--- config.mk ---
export PLATFORM = sky130hd
export DESIGN_NAME = bit_serializer_flat
export DESIGN_NICKNAME = d
export VERILOG_FILES = /design/src/rtl/cs220_seq_pkg.sv /design/src/rtl/bit_serializer_if.sv /design/src/rtl/bit_serializer.sv /design/src/flat_wrapper.sv
export SDC_FILE = /design/constraint.sdc
export NUM_CORES = 1
export LEC_CHECK = 0
export ABC_AREA = 1
export CAP_MARGIN = 0
export CORE_MARGIN = 2
export CORE_UTILIZATION = 50
export CTS_BUF_LIST = sky130_fd_sc_hd__clkbuf_2 sky130_fd_sc_hd__clkbuf_4 sky130_fd_sc_hd__clkbuf_8
export CTS_CLUSTER_SIZE = 10
export DETAILED_ROUTE_END_ITERATION = 12
export PLACE_DENSITY = 0.83
export SYNTH_ARGS = -nofsm -noshare
export SYNTH_HDL_FRONTEND = slang
export SYNTH_SLANG_ARGS = --single-unit
export TNS_END_PERCENT = 100
--- constraint.sdc ---
create_clock -name clk -period 3.26 [get_ports clk]
set_input_delay 0.652 -clock clk [delete_from_list [all_inputs] [get_ports clk]]
set_output_delay 0.652 -clock clk [all_outputs]
set_load 0.01 [all_outputs]
--- src/rtl/cs220_seq_pkg.sv ---
// Shared types and constants for the serializer and the 1010 sequence detector.
package cs220_seq_pkg;

   typedef enum logic {
      IDLE  = 1'b0,
      SHIFT = 1'b1
   } state_t;

   localparam int DEFAULT_WIDTH = 8;

   // Pattern the downstream detector looks for; its bench shares this constant.
   localparam logic [3:0] SEQ_PATTERN = 4'b1010;

endpackage

--- src/rtl/bit_serializer_if.sv ---
// Parallel word load handshake between a word producer and the bit serializer.
interface bit_serializer_if #(
   parameter int WIDTH = cs220_seq_pkg::DEFAULT_WIDTH
);

   logic [WIDTH-1:0] data_in;
   logic             load_valid;
   logic             load_ready;

   modport master (
      output data_in,
      output load_valid,
      input  load_ready
   );

   modport slave (
      input  data_in,
      input  load_valid,
      output load_ready
   );

endinterface

--- src/rtl/bit_serializer.sv ---
// Parallel-to-serial converter with a one-word holding buffer so consecutive
// words stream out with no idle bit between them.
//
// state | meaning
// IDLE  | nothing shifting, serial outputs quiet
// SHIFT | word in shreg, bit cnt presented on serial_out
module bit_serializer
   import cs220_seq_pkg::*;
#(
   parameter int WIDTH     = DEFAULT_WIDTH,
   parameter bit MSB_FIRST = 1'b1
) (
   input  logic            clk,
   input  logic            reset,
   bit_serializer_if.slave loadBus,
   output logic            serial_out,
   output logic            bit_valid,
   output logic            word_done
);

   localparam int            CW   = $clog2(WIDTH);
   localparam logic [CW-1:0] LAST = CW'(WIDTH - 1);

   state_t           state;
   state_t           stateNext;
   logic [WIDTH-1:0] shreg;
   logic [WIDTH-1:0] shregNext;
   logic [WIDTH-1:0] hold;
   logic [WIDTH-1:0] holdNext;
   logic [CW-1:0]    cnt;
   logic [CW-1:0]    cntNext;
   logic             hold_full;
   logic             holdFullNext;

   logic             accept;
   logic             lastBit;
   logic             direct;
   logic             curBit;
   logic [WIDTH-1:0] shifted;

   // Ready depends only on reset and the hold flag, never on load_valid.
   assign loadBus.load_ready = reset && !hold_full;
   assign accept             = loadBus.load_valid && loadBus.load_ready;
   assign lastBit            = (state == SHIFT) && (cnt == LAST);
   assign direct             = accept && ((state == IDLE) || lastBit);

   // The presented bit always sits at the outgoing end of shreg.
   assign curBit  = MSB_FIRST ? shreg[WIDTH-1] : shreg[0];
   assign shifted = MSB_FIRST ? {shreg[WIDTH-2:0], 1'b0} : {1'b0, shreg[WIDTH-1:1]};

   assign serial_out = (state == SHIFT) && curBit;
   assign bit_valid  = (state == SHIFT);
   assign word_done  = lastBit;

   always_ff @(posedge clk or negedge reset) begin
      if (!reset) begin
         state     <= IDLE;
         cnt       <= '0;
         shreg     <= '0;
         hold      <= '0;
         hold_full <= 1'b0;
      end else begin
         state     <= stateNext;
         cnt       <= cntNext;
         shreg     <= shregNext;
         hold      <= holdNext;
         hold_full <= holdFullNext;
      end
   end

   always_comb begin
      stateNext    = state;
      cntNext      = cnt;
      shregNext    = shreg;
      holdNext     = hold;
      holdFullNext = hold_full;

      case (state)
         IDLE: begin
            if (direct) begin
               shregNext = loadBus.data_in;
               cntNext   = '0;
               stateNext = SHIFT;
            end
         end
         SHIFT: begin
            if (!lastBit) begin
               cntNext   = cnt + CW'(1);
               shregNext = shifted;
            end else if (hold_full) begin
               shregNext    = hold;
               holdFullNext = 1'b0;
               cntNext      = '0;
            end else if (direct) begin
               shregNext = loadBus.data_in;
               cntNext   = '0;
            end else begin
               cntNext   = '0;
               stateNext = IDLE;
            end
         end
         default: stateNext = IDLE;
      endcase

      // A word that cannot go straight into shreg waits in hold.
      if (accept && !direct) begin
         holdNext     = loadBus.data_in;
         holdFullNext = 1'b1;
      end
   end

endmodule
--- src/flat_wrapper.sv ---
// flat-port wrapper written by rule: the top's interface ports become plain ports
module bit_serializer_flat import cs220_seq_pkg::*;
#(
   parameter int WIDTH     = DEFAULT_WIDTH,
   parameter bit MSB_FIRST = 1'b1
)
  (clk, reset, serial_out, bit_valid, word_done, loadBus_data_in, loadBus_load_valid, loadBus_load_ready);
  bit_serializer_if #(.WIDTH(WIDTH)) loadBus_i ();
  input  logic clk;
  input  logic reset;
  output logic serial_out;
  output logic bit_valid;
  output logic word_done;
  input wire logic [$bits(loadBus_i.data_in)-1:0] loadBus_data_in;
  input wire logic [$bits(loadBus_i.load_valid)-1:0] loadBus_load_valid;
  output wire logic [$bits(loadBus_i.load_ready)-1:0] loadBus_load_ready;
  assign loadBus_i.data_in = loadBus_data_in;
  assign loadBus_i.load_valid = loadBus_load_valid;
  assign loadBus_load_ready = loadBus_i.load_ready;
  bit_serializer #(.WIDTH(WIDTH), .MSB_FIRST(MSB_FIRST)) u_core (.clk(clk), .reset(reset), .loadBus(loadBus_i), .serial_out(serial_out), .bit_valid(bit_valid), .word_done(word_done));
endmodule
==> metrics <==
total gr overflow=0; Layout Utilization=63.6%; H-Tree Depth=1; Synth area leader=dfrtp_1; Max-slew headroom=67.8%; Seq/Total Area, Yosys=47.7%; post-CTS sizing=0; fraction of layout cells with a size suffix above 1=13.6%; DRT Pass-1 Iters=4; DRT iter0 DRCs=29; drt wl/cell=12.5 microns; IO Pins=15; initial core utilization=54.5%; skew final=0.00991 ns; initial antenna violation count=0; endpoints failing setup=0; vias per cell=5.36; vias in the first global route=870; Synth Area in Adders=2.27%; cts hold-fix bufs=0; VDD IR max=0.423 mV; Crit Path Class=reg -> out; CTS Sinks=21; Antenna diodes=0; Synth top cells by count=nand2_1 (33), dfrtp_1 (21), inv_1 (20), nand3_1 (13), o21ai_2 (9); simple-gate share of the synthesized area=27.8%; Die Area=2590 sq um; outcome=finished clean; startpoint types=flop; Synth async-reset ratio=100%; Post-CTS Setup Repair Bufs=0; Slew Limit Fails=0; DPL Wire Length=1.50 mm; worst endpoint required time=2.61 ns; Clk pwr share=12.4%; minimum clock period after layout=2.68 ns; Die Wd=50.9 microns; first-pass GRT wire length=3.92 mm; Post-Route Setup TNS=0 ns; Pint=0.000598 W; area growth from synthesis to layout=16.7%; Critical Path End Type=output port; Worst-path clk slew=0.12 ns; largest net degree at the start of global routing=22; Syn Nets=145; CTS buffer count=3; Nets=161; CTS tree=done; Synth Area in XOR/XNOR=0%; height of the die=50.9 microns; DRT antenna net count=0; most frequent cell after synthesis=nand2_1; maximum clock frequency=373 MHz; Remaining DRCs=0; total number of vias=932; Sw Ratio=41.9%; Worst Hold Class=reg -> reg; multiplexer area fraction after synthesis=0%; top post-synthesis cells by area=dfrtp_1 (48%), nand2_1 (11%), o21ai_2 (7.2%); drt total wl=2.17 mm; Mean Syn Cell Area=8.34 sq um; Final period util=82.2%; Max FO, Critical Path=9; share of the synthesized area in the top cell type=47.7%; Seq cells post-synth=21; Main synth FF type=dfrtp_1; synth warn=0; Synth cell types=20; Clk Latency, worst-skew pair=0.31 ns; sw power=0.000430 W; # rows=16; area of the core=2020 sq um; total track usage=20.2%; clock root cell=clkbuf_4; Post-synth EDFFs=0; port buffer count=14; Hold Fails Final Rpt=0; max cap viols=0; complex-gate fraction of the synthesized area=11.6%; Worst EP arrival=2.03 ns; Synth Instances=132; P per Cell Area=800 nW/um^2; mapped cell area=1100 sq um; Worst-Margin Slew=0.481 ns; P_leak=0.673 nW; sequential power share=44.7%; CTS max path bufs=2; combinational share of power=42.9%; Placer Congestion=0.802; largest family of logic cells by synthesized area=simple AND/OR/NAND/NOR gates; RSZ-0062 raised after global routing=false
## through the flow
step                      cell area [sq um]  worst slack, ns  power [W]  cells  hold slack (ns)
after floorplan                        1100             1.56   0.000780    132            0.356
final                                  1280            0.579    0.00103    174            0.499
after global routing                   1280            0.456    0.00113    174            0.529
after global placement                 1260            0.813   0.000882    170            0.467
after CTS                              1280            0.576    0.00104    174            0.506
after detailed placement               1260            0.788   0.000909    170            0.476
## logic make-up (layout without fill, tap and decap cells)
logic type               Yosys count  after routing
AO/OA/AOI/OAI                     17             17
buffers and inverters             27             42
flip-flops                        21             21
AND/OR/NAND/NOR                   65             65
adder cells (fa/ha/maj)            2              2
## final timing paths
path / from / slack, ns / cells after the start / endpoint
worst max register to register: u_core.cnt[0]$_DFFE_PN0P_ / 1.54 / 8 / u_core.hold[1]$_DFFE_PN0P_
min in group asynchronous: reset / 0.70 / 2 / u_core.hold[3]$_DFFE_PN0P_
worst min-delay path: u_core.hold[3]$_DFFE_PN0P_ / 0.50 / 2 / u_core.hold[3]$_DFFE_PN0P_
worst max-delay path: u_core.cnt[0]$_DFFE_PN0P_ / 0.58 / 5 / word_done
max in group asynchronous: reset / 2.34 / 2 / u_core.cnt[2]$_DFFE_PN0P_
worst min register to register: u_core.hold[3]$_DFFE_PN0P_ / 0.50 / 2 / u_core.hold[3]$_DFFE_PN0P_
## cell usage in the layout, fill, tap and decap left out, types with 2 or more instances in the layout
master / Yosys / final
nand4_1: 8 / 8
nor2_1: 7 / 7
nand3_1: 13 / 13
clkinv_2: 1 / 2
o21ai_2: 9 / 9
clkbuf_4: 0 / 3
ha_1: 2 / 2
a31oi_1: 7 / 7
clkdlybuf4s50_1: 0 / 14
nand2_1: 33 / 33
dfrtp_1: 21 / 21
buf_4: 1 / 2
inv_1: 20 / 20
## final cells by class
cell class                      instances  area (sq um)
Tap cell                               27          33.8
Fill cell                             179           737
Multi-Input combinational cell         84           459
Timing Repair Buffer                   16           155
Clock inverter                          1          5.00
Clock buffer                            3          22.5
Sequential cell                        21           526
Inverter                               22          83.8
## per-layer routing
metal / wire length, microns / track usage (%)
met5: 0 / 0
met4: 47 / 8.11
met3: 86 / 2.63
met2: 1100 / 34.6
met1: 936 / 25.8
## power by group through the flow
stage	Sequential [W]	Clock (W)	Combinational, W
after floorplan	0.000432	0	0.000348
after global placement	0.000458	0	0.000423
after detailed placement	0.000466	0	0.000443
after CTS	0.000460	0.000130	0.000445
after global routing	0.000477	0.000144	0.000506
final	0.000459	0.000128	0.000441
## flip-flops by register name, summed over array words and instances (netlist names)
signal	count
u_core.cnt	3
u_core.hold_full	1
u_core.hold	8
u_core.shreg	8
u_core.bit_valid	1
## worst max-delay path, stage by stage, from the launching register on
cell and delay, ns:
dfrtp_1 0.42, ha_1 0.20, ha_1 0.19, nand2_1 0.09, clkinv_1 0.25, clkdlybuf4s50_1 0.58
Note: power is estimated with default switching activity, not from simulation.
